$ cat config.mk
export PLATFORM = sky130hd
export DESIGN_NAME = dnn_argmax_out
export DESIGN_NICKNAME = d
export VERILOG_FILES = /design/src/rtl/dnn_argmax_out.sv
export SDC_FILE = /design/constraint.sdc
export NUM_CORES = 1
export LEC_CHECK = 0
export CORE_MARGIN = 1.5
export CORE_UTILIZATION = 50
export CTS_BUF_LIST = sky130_fd_sc_hd__clkbuf_8
export DETAILED_ROUTE_END_ITERATION = 6
export GPL_TIMING_DRIVEN = 0
export PLACE_DENSITY = 0.74
export SLEW_MARGIN = 20
export SYNTH_ARGS = -nofsm -noshare
export SYNTH_HDL_FRONTEND = slang
export SYNTH_SLANG_ARGS = --single-unit
export TNS_END_PERCENT = 1
$ cat constraint.sdc
create_clock -name clk -period 4.3 [get_ports clk]
set_input_delay 0.86 -clock clk [delete_from_list [all_inputs] [get_ports clk]]
set_output_delay 0.86 -clock clk [all_outputs]
set_load 0.005 [all_outputs]
$ cat src/rtl/dnn_argmax_out.sv
// dnn_argmax_out
//   Classification stage placed after the DNN top. It collects the final
//   layer's output beats (NumIn scores per beat) until a done marker arrives.
//   Each captured beat is scanned one lane per cycle to track the running
//   maximum score and its class index (beat*NumIn + lane). The result is
//   presented on a valid/ready port and held until it is accepted.
//
//   Optional feature macro: ARGMAX_SIGNED_EN
//     defined   -> scores are compared as two's-complement signed values
//     undefined -> scores are compared as unsigned values
//
// Ports
//   clk        clock
//   res_n      asynchronous active-low reset
//   in_valid   in_data beat valid
//   in_done    end of frame (with the last beat or on its own)
//   in_data    NumIn packed scores, lane k at [k]
//   in_ready   a beat or done can be accepted this cycle
//   out_ready  downstream accepts the result
//   out_valid  result valid
//   out_class  index of the maximum score
//   out_max    maximum score
//   out_none   the frame held no valid beats
//   out_ovf    the frame held more than MaxBeats beats
//   out_drop   sticky: input asserted while in_ready was low
module dnn_argmax_out #(
  parameter int BitSize  = 8,
  parameter int NumIn    = 2,
  parameter int MaxBeats = 4,
  parameter int IdxW     = ((NumIn * MaxBeats) > 1) ? $clog2(NumIn * MaxBeats) : 1
) (
  input  logic                            clk,
  input  logic                            res_n,
  input  logic                            in_valid,
  input  logic                            in_done,
  input  logic [NumIn-1:0][BitSize-1:0]   in_data,
  output logic                            in_ready,
  input  logic                            out_ready,
  output logic                            out_valid,
  output logic [IdxW-1:0]                 out_class,
  output logic [BitSize-1:0]              out_max,
  output logic                            out_none,
  output logic                            out_ovf,
  output logic                            out_drop
);

  localparam int LaneW = (NumIn > 1) ? $clog2(NumIn) : 1;
  localparam int CntW  = $clog2(MaxBeats + 1);

  typedef enum logic [1:0] {
    COLLECT = 2'd0,
    SCAN    = 2'd1,
    RESULT  = 2'd2
  } state_t;

  state_t                        state_reg;
  logic [NumIn-1:0][BitSize-1:0] beat_reg;
  logic                          done_reg;
  logic [LaneW-1:0]              lane_reg;
  logic [CntW-1:0]               beat_cnt_reg;
  logic [BitSize-1:0]            max_reg;
  logic [IdxW-1:0]               idx_reg;
  logic                          seen_reg;
  logic                          ovf_reg;

  logic                          in_ready_reg;
  logic                          out_valid_reg;
  logic [IdxW-1:0]               out_class_reg;
  logic [BitSize-1:0]            out_max_reg;
  logic                          out_none_reg;
  logic                          out_ovf_reg;
  logic                          out_drop_reg;

  logic [BitSize-1:0]            score;
  logic                          greater;
  logic                          take;
  logic [IdxW-1:0]               cur_idx;
  logic [BitSize-1:0]            max_next;
  logic [IdxW-1:0]               idx_next;

  // Compare path for the lane currently being scanned.
  always_comb begin
    score = beat_reg[lane_reg];
`ifdef ARGMAX_SIGNED_EN
    greater = $signed(score) > $signed(max_reg);
`else
    greater = score > max_reg;
`endif
    // The first score of a frame always loads; afterwards strictly greater
    // only, so ties keep the lower (earlier) index.
    take     = !seen_reg || greater;
    cur_idx  = IdxW'(32'(beat_cnt_reg) * 32'(NumIn) + 32'(lane_reg));
    max_next = take ? score : max_reg;
    idx_next = take ? cur_idx : idx_reg;
  end

  always_ff @(posedge clk or negedge res_n) begin
    if (!res_n) begin
      state_reg     <= COLLECT;
      beat_reg      <= '0;
      done_reg      <= 1'b0;
      lane_reg      <= '0;
      beat_cnt_reg  <= '0;
      max_reg       <= '0;
      idx_reg       <= '0;
      seen_reg      <= 1'b0;
      ovf_reg       <= 1'b0;
      in_ready_reg  <= 1'b1;
      out_valid_reg <= 1'b0;
      out_class_reg <= '0;
      out_max_reg   <= '0;
      out_none_reg  <= 1'b0;
      out_ovf_reg   <= 1'b0;
      out_drop_reg  <= 1'b0;
    end else begin
      // Anything offered while not ready is ignored but remembered.
      if ((in_valid || in_done) && !in_ready_reg) begin
        out_drop_reg <= 1'b1;
      end

      case (state_reg)
        COLLECT: begin
          if (in_valid) begin
            if (beat_cnt_reg < CntW'(MaxBeats)) begin
              beat_reg     <= in_data;
              done_reg     <= in_done;
              lane_reg     <= '0;
              state_reg    <= SCAN;
              in_ready_reg <= 1'b0;
            end else begin
              // Beat beyond capacity: data discarded, frame flagged.
              ovf_reg <= 1'b1;
              if (in_done) begin
                state_reg     <= RESULT;
                in_ready_reg  <= 1'b0;
                out_valid_reg <= 1'b1;
                out_class_reg <= idx_reg;
                out_max_reg   <= max_reg;
                out_none_reg  <= !seen_reg;
                out_ovf_reg   <= 1'b1;
              end
            end
          end else if (in_done) begin
            state_reg     <= RESULT;
            in_ready_reg  <= 1'b0;
            out_valid_reg <= 1'b1;
            out_class_reg <= idx_reg;
            out_max_reg   <= max_reg;
            out_none_reg  <= !seen_reg;
            out_ovf_reg   <= ovf_reg;
          end
        end

        SCAN: begin
          max_reg  <= max_next;
          idx_reg  <= idx_next;
          seen_reg <= 1'b1;
          if (lane_reg == LaneW'(NumIn - 1)) begin
            lane_reg     <= '0;
            beat_cnt_reg <= beat_cnt_reg + CntW'(1);
            if (done_reg) begin
              // Result takes the values from this final compare directly.
              state_reg     <= RESULT;
              out_valid_reg <= 1'b1;
              out_class_reg <= idx_next;
              out_max_reg   <= max_next;
              out_none_reg  <= 1'b0;
              out_ovf_reg   <= ovf_reg;
            end else begin
              state_reg    <= COLLECT;
              in_ready_reg <= 1'b1;
            end
          end else begin
            lane_reg <= lane_reg + LaneW'(1);
          end
        end

        RESULT: begin
          if (out_ready) begin
            out_valid_reg <= 1'b0;
            beat_cnt_reg  <= '0;
            max_reg       <= '0;
            idx_reg       <= '0;
            seen_reg      <= 1'b0;
            ovf_reg       <= 1'b0;
            done_reg      <= 1'b0;
            state_reg     <= COLLECT;
            in_ready_reg  <= 1'b1;
          end
        end

        default: begin
          state_reg    <= COLLECT;
          in_ready_reg <= 1'b1;
        end
      endcase
    end
  end

  assign in_ready  = in_ready_reg;
  assign out_valid = out_valid_reg;
  assign out_class = out_class_reg;
  assign out_max   = out_max_reg;
  assign out_none  = out_none_reg;
  assign out_ovf   = out_ovf_reg;
  assign out_drop  = out_drop_reg;

endmodule

# Word level (Yosys, flattened, before mapping)
# Index checks and enable logic that the tools add are counted.
# totals
register_bits	52
input_bits	21
out_inout_bits	16
# classes
add_sub_neg	3
magnitude_cmp	3
eq_ne	12
muxes	67
n_reduce_logical	21
# ops
op	count
8-bit 2-to-1 mux	9
8-bit case mux with 2 select lines	2
1-bit 2-to-1 mux	30
3-bit 2-to-1 mux	8
3-bit case mux with 2 select lines	3
2-bit inequality test (second input constant)	7
2-bit 2-to-1 mux	6
1-bit case mux with 2 select lines	6
3-bit AND reduction	4
4-bit AND reduction	3
3-bit inequality test (second input constant)	3
8-bit greater-than comparator	1
1-bit case mux with 3 select lines	2
2-bit case mux with 3 select lines	1
6-bit AND reduction	1
2-bit nonzero test	3
5-bit AND reduction	1
2-bit AND reduction	2
3-bit by 1-bit adder with 3-bit output	1
3-bit by 1-bit adder with 3-bit output (second input constant)	1
3-bit < comparator (second input constant)	1
3-bit nonzero test	1
2-bit by 1-bit equality test with 1-bit output (second input constant)	1
2-bit equality test (second input constant)	1
other kinds (6)	8

# Logic depth before layout (Yosys ltp)
# logic_depth
depth_word	8
ltp_mapped	11
depth_no_buf	8

# Least setup slack after synthesis
# Ideal clock, no wire load.
# synth_timing
path_type	reg2reg
start	register lane_reg
end	register out_class_reg[0] (netlist: out_class[0])
arrival_time_ns	2.620
required_time_ns	4.153
setup_slack_ns	1.534
stages_incl_launch_ff	11
path_buffers	3
synth_period_minus_slack_ns	2.766
path_cell_list	dfrtp_1 -> clkbuf_1 -> buf_4 -> mux2_2 -> ha_1 -> and4_4 -> a211o_1 -> o31ai_4 -> buf_8 -> mux2i_1 -> a21oi_1
# synth_via
elab_chain_len	8
word_cells_on_any_way	11
cone_classes	1 x add/sub; 1 x order compare; 1 x eq/ne; 6 x mux; 2 x reduce/logical
# synth_rtl
item	line	text
start: declaration	59	logic [LaneW-1:0] lane_reg;
start signal: assignment	174	lane_reg <= lane_reg + LaneW'(1);
8-bit 2-to-1 mux (not written as such) (2 in a row)	83	score = beat_reg[lane_reg];
8-bit greater-than comparator	87	greater = score > max_reg;
1-bit logical OR	91	take = !seen_reg || greater;
3-bit 2-to-1 mux	94	idx_next = take ? cur_idx : idx_reg;
3-bit 2-to-1 mux	161	if (done_reg) begin
3-bit 2-to-1 mux	158	if (lane_reg == LaneW'(NumIn - 1)) begin
3-bit case mux with 2 select lines	121	case (state_reg)
end signal: assignment	137	out_class_reg <= idx_reg;
end signal: assignment	147	out_class_reg <= idx_reg;
end signal: assignment	165	out_class_reg <= idx_next;
end: declaration	68	logic [IdxW-1:0] out_class_reg;
# Parallel ways exist; a longest one is shown, timed or not. The select of a mux whose other input is x is not followed.
# A chain may end at the register's enable or synchronous reset.

# Final worst setup path
# layout_timing
start	register lane_reg
end	register out_class_reg[1] (netlist: out_class[1])
# Same word-level chain as after synthesis.

==> out/metrics.csv <==
metric,value,unit
status,completed,
postCtsSetupBuffers,0,
drc,0,
dp_slack,1.194,ns
crit_required,4.46,ns
die_h,75.91,µm
cts_buffers,5,
crit_slowest_cell,mux2_2,
slew_headroom,0.5004,
tightest_slew,0.7416,ns
synthArstFlopShare,1.000,
dieArea,0.005762,mm²
hp-class,reg2reg,
diodes,0,
grt_pass1_vias,1952,
dr.pass1.iters,4,
drt-initial-drc-count,109,
hold_viol,0,
critPathBufInv,3,
die_x,75.91,µm
cpPeakStageDelay,0.39,ns
vdd.ir_drop.worst,0.3805,mV
finClkSkew,0.004858,ns
crit_type,reg2reg,
cts_sinks,52,
period_minus_slack,3.091,ns
routed_via_density,5.453,
num_io_pins,37,
grt_pass1_wl,9.183,mm
crit_family,buffers and inverters,
cp-start-kind,flop,
path_cells,clkbuf_1 > buf_4 > mux2_2 > ha_1 > and4_4 > a211o_1 > o31ai_4 > buf_8 > mux2i_1 > a21oi_1,
hold_buffers,0,
area_delta_synth_final,21.61,%
start_util,0.5203,
synth_cell_types,46,
drv_cap,0,
tns,0,ns
io_buffers,36,
core,0.005107,mm²
fin_ws,1.209,ns
root_buffer,clkbuf_8,
synth_edf_count,0,
fin_crit_sh,0.7189,
synth-main-ff-cell,dfrtp_1,
finalPower,2345,µW
postSynthNetCount,283,
ys_ff_latch,52,
largest_reg_flops,16,
endpoint_kind,flop,
drive_above_1_share,0.1575,
nFillCells,415,
slew_viol_final,0,
fmax,0.3235,GHz
rsz0062_at_grt,false,
grt_use_total,0.1961,
critical_path.max_fanout,10,
hpwl,3.770,mm
synth_area_per_cell,10.67,µm²
dp_cells,355,
antenna_found_initial,0,
leakagePower,0.001470,µW
clk_latency,0.30,ns
yosysWarnings,0,
stdcell_count,362,
yosysSeqAreaShare,0.4901,
tritoncts,done,
wl,5.270,mm
overflow,0,
p_per_area,725.6,mW/mm²
synthCells,249,
ant_nets,0,
grt_max_degree,53,
netlist_area,0.002658,mm²
num_vias,1974,
cp.arrival,3.25,ns
clockBufferDepth,2,
nets,326,
rows,26,
setup_violations,0,
clk_pin_slew_worst_paths,0.09,ns
h-tree-depth,2,
ctsResizeCount,0,
wire_per_inst,14.56,µm
globalplace.congestion,0.8121,
[report_power, final]
group	total [µW]	switching (µW)	internal, µW	leakage (µW)
registers	830	124	706	0.000633
logic	1130	559	572	0.000773
clock network	384	155	229	0.0000642
[cell usage in the layout, fill, tap and decap left out, types with 5 or more instances in the layout]
cell type,Yosys,layout
ha_1,13,13
inv_1,14,14
o21ai_1,8,8
clkdlybuf4s50_1,0,35
clkbuf_1,5,5
o21ai_0,16,16
a22o_1,7,7
mux2i_1,9,9
mux2_2,24,24
nor2_1,14,14
clkbuf_8,0,5
a21oi_1,12,12
dfrtp_1,51,51
nand2_1,28,28
[cell usage after synthesis, types with 2 or more instances]
| cell | instances | share of area |
|---|---|---|
| a21o_1 | 2 | 0.0056 |
| a21boi_0 | 2 | 0.0056 |
| o21ai_0 | 16 | 0.030 |
| a41oi_1 | 2 | 0.0066 |
| o21a_1 | 2 | 0.0056 |
| clkbuf_1 | 5 | 0.0071 |
| buf_1 | 2 | 0.0028 |
| mux2_2 | 24 | 0.10 |
| a22o_1 | 7 | 0.023 |
| mux2i_1 | 9 | 0.034 |
| and2_2 | 2 | 0.0056 |
| a31oi_1 | 3 | 0.0071 |
| dfrtp_1 | 51 | 0.48 |
| inv_1 | 14 | 0.020 |
| nor2b_1 | 3 | 0.0071 |
| nand2b_1 | 2 | 0.0047 |
| o31ai_1 | 3 | 0.0085 |
| ha_1 | 13 | 0.061 |
| nand2_1 | 28 | 0.040 |
| o21ai_1 | 8 | 0.015 |
| nor2_1 | 14 | 0.020 |
| buf_2 | 2 | 0.0038 |
| a21oi_1 | 12 | 0.023 |
[per-stage QoR]
step / cell area (µm²) / utilization / hold WS (ns)
2_1_floorplan: 2658 / - / 0.4496
3_3_place_gp: 3105 / 0.6080 / 0.4581
3_5_place_dp: 3103 / 0.6075 / 0.4703
4_1_cts: 3232 / 0.6328 / 0.4914
5_1_grt: 3232 / 0.6328 / 0.5210
6_report: 3232 / 0.6328 / 0.4873
[layout make-up]
class | instances | area (µm²) | share of cell area
flip-flops and latches | 52 | 1303 | 0.4030
plain buffers | 11 | 58.81 | 0.01820
clock buffers | 5 | 68.82 | 0.02129
well taps | 70 | 87.58 | 0.02710
repair buffers | 36 | 357.8 | 0.1107
multi-input cells | 171 | 1240 | 0.3837
clock inverters | 2 | 60.06 | 0.01858
inverters | 15 | 56.30 | 0.01742
[cells by family after synthesis]
group / count (synthesis) / share of synthesized area
AOI/OAI and AO/OA: 65 / 0.1629
and+or+nand+nor: 60 / 0.1069
muxes: 33 / 0.1356
adders and majority gates: 13 / 0.06121
DFF: 52 / 0.4901
buffers and inverters: 26 / 0.04331
[final timing paths]
kind / from / to / slack (ns) / cells after the start
worst max-delay path: lane_reg$_DFFE_PN0P_ / out_class[1]$_DFFE_PN0P_ / 1.21 / 10
worst min-delay path: out_drop$_DFFE_PN0P_ / out_drop$_DFFE_PN0P_ / 0.49 / 1
worst max register to register: lane_reg$_DFFE_PN0P_ / out_class[1]$_DFFE_PN0P_ / 1.21 / 10
worst min register to register: out_drop$_DFFE_PN0P_ / out_drop$_DFFE_PN0P_ / 0.49 / 1
max in group asynchronous: res_n / ovf_reg$_DFFE_PN0P_ / 3.29 / 1
min in group asynchronous: res_n / beat_reg[6]$_DFFE_PN0P_ / 0.58 / 1
[metal layers]
layer,track usage,up-vias,part of all wire,wire (µm)
met4,0.05185,0,0.012,63
met3,0.03735,6,0.037,195
met5,0,-,0,0
li1,-,960,-,-
met2,0.3171,45,0.47,2470
met1,0.2722,963,0.48,2540
Note: power is estimated with default switching activity, not from simulation.
==> variant: new RTL, same flow settings <==
Build with the macro `ARGMAX_SIGNED_EN` defined.
--- a/src/rtl/dnn_argmax_out.sv
+++ b/src/rtl/dnn_argmax_out.sv
@@ -23,6 +23,8 @@
 //   out_none   the frame held no valid beats
 //   out_ovf    the frame held more than MaxBeats beats
 //   out_drop   sticky: input asserted while in_ready was low
+`define ARGMAX_SIGNED_EN
+
 module dnn_argmax_out #(
   parameter int BitSize  = 8,
   parameter int NumIn    = 2,
Formal check against the unedited RTL: not equivalent (Yosys sat finds a counterexample within 4 cycles, from zero or initial values).
==> variant against the unedited design <==
Final cell count is 1.1% lower; area after synthesis is 0.66% lower; wire length is 1.4% higher; power is 0.72% lower; non-clock buffer count is 2 lower; sequential cell count stayed put; worst setup slack better by 0.015 ns; largest power group unchanged; design area is 1.9% lower.
==> variant: results (changes against the unedited design) <==
outcome finished clean (unchanged); Hold WS 0.490 ns (was 0.487 ns); family with the most delay on the worst path compound AO/OA/AOI/OAI gates (was buffers and inverters); layout cells sized above 1 0.139 (was 0.158); DRT iter0 DRCs 90 (was 109); global-route wire length before repair 9110 um (was 9180 um); most used flip-flop cell after synthesis dfrtp_1 (unchanged); Worst Tran Pin Value 0.631 ns (was 0.742 ns); hpwl dp 3840 um (was 3770 um); global-route usage over all layers 0.215 (was 0.196); WL/cell 14.9 um (was 14.6 um); Commonest cells post-synth dfrtp_1 (51), nand2_1 (28), mux2_2 (25) (was dfrtp_1 (51), nand2_1 (28), mux2_2 (24)); hold crit path type reg -> reg (unchanged); # fillers 460 (was 415); placed cell areas 0.00308 sq mm (was 0.00310 sq mm); f_max 0.325 GHz (was 0.323 GHz); vias in the first global route 1960 (was 1952); maximum VDD drop 350 uV (was 381 uV); LEAKAGE 0.00136 uW (was 0.00147 uW); post-synth cell types 38 (was 46); slowest stage delay, CP 0.50 ns (was 0.39 ns); post-synthesis sequential area ratio 0.493 (was 0.490); Setup Skew 0.00482 ns (was 0.00486 ns); Slowest-stage cell, CP a221oi_4 (was mux2_2); Setup WS pre-CTS 1.20 ns (was 1.19 ns); synthesized net count 279 (was 283); RePlAce Congestion 0.849 (was 0.812); Via density 5.47 (was 5.45); Port Buffers 35 (was 36); largest cells by area after synthesis dfrtp_1 (48%), mux2_2 (11%), ha_1 (6.2%) (was dfrtp_1 (48%), mux2_2 (10%), ha_1 (6.1%))
-- variant: cell types whose count changed after synthesis, sizes merged, moves of 5 or more --
| cell | unedited run | this run |
|---|---|---|
| a22o | 7 | 0 |
| o22ai | 1 | 8 |
| inv | 14 | 20 |
| mux2i | 9 | 14 |
| nor2 | 15 | 10 |
-- variant: metrics by stage --
stage	power, uW	instances	util
floorplan	1680	245	-
CTS	2340	358	0.621
global placement	2010	350	0.603
global route	2540	358	0.621
detailed placement	2060	350	0.602
finish	2330	358	0.621
-- variant: worst paths after layout --
path / cells past startpoint / from / to
worst max-delay path: 9 / lane_reg / max_reg[4]
worst min-delay path: 2 / out_max[6] / out_max[6]
worst min register to register: 2 / out_max[6] / out_max[6]
min in group asynchronous: 1 / res_n / beat_reg[1]
worst max register to register: 9 / lane_reg / max_reg[4]
max in group asynchronous: 1 / res_n / max_reg[5]
-- variant: area by class of cell --
cell class | instances | area (sq um) | share of cell area
Tap cell | 70 | 87.6 | 0.0276
Timing Repair Buffer | 35 | 348 | 0.110
Sequential cell | 52 | 1300 | 0.411
Multi-Input combinational cell | 162 | 1210 | 0.381
Inverter | 21 | 78.8 | 0.0249
Buffer | 10 | 52.6 | 0.0166
Clock inverter | 2 | 11.3 | 0.00355
Clock buffer | 6 | 82.6 | 0.0261
-- variant: kinds of logic after synthesis --
kind of cell             count (synthesis)  synth area share
XOR/XNOR                                 1           0.00332
AND/OR/NAND/NOR                         49            0.0801
buffers and inverters                   31            0.0498
AO/OA/AOI/OAI                           60             0.152
multiplexers                            39             0.160
adder cells (fa/ha/maj)                 13            0.0616
flip-flops                              52             0.493
-- variant: layer usage --
metal	track usage	vias up	wire length (um)
met2	0.364	41	2600
met5	0	-	0
met4	0.0496	0	57
li1	-	945	-
met1	0.286	966	2500
met3	0.0423	6	187
-- variant: where the power goes --
part / switching, uW / internal, uW
clock network: 159 / 129
logic: 606 / 587
registers: 139 / 710
total: 903 / 1430
-- variant: tightest hold or removal path, stage by stage (launching register included) --
cell and delay [ns]:
dfrtp_1 0.35, nand2_1 0.05, o21ai_1 0.06
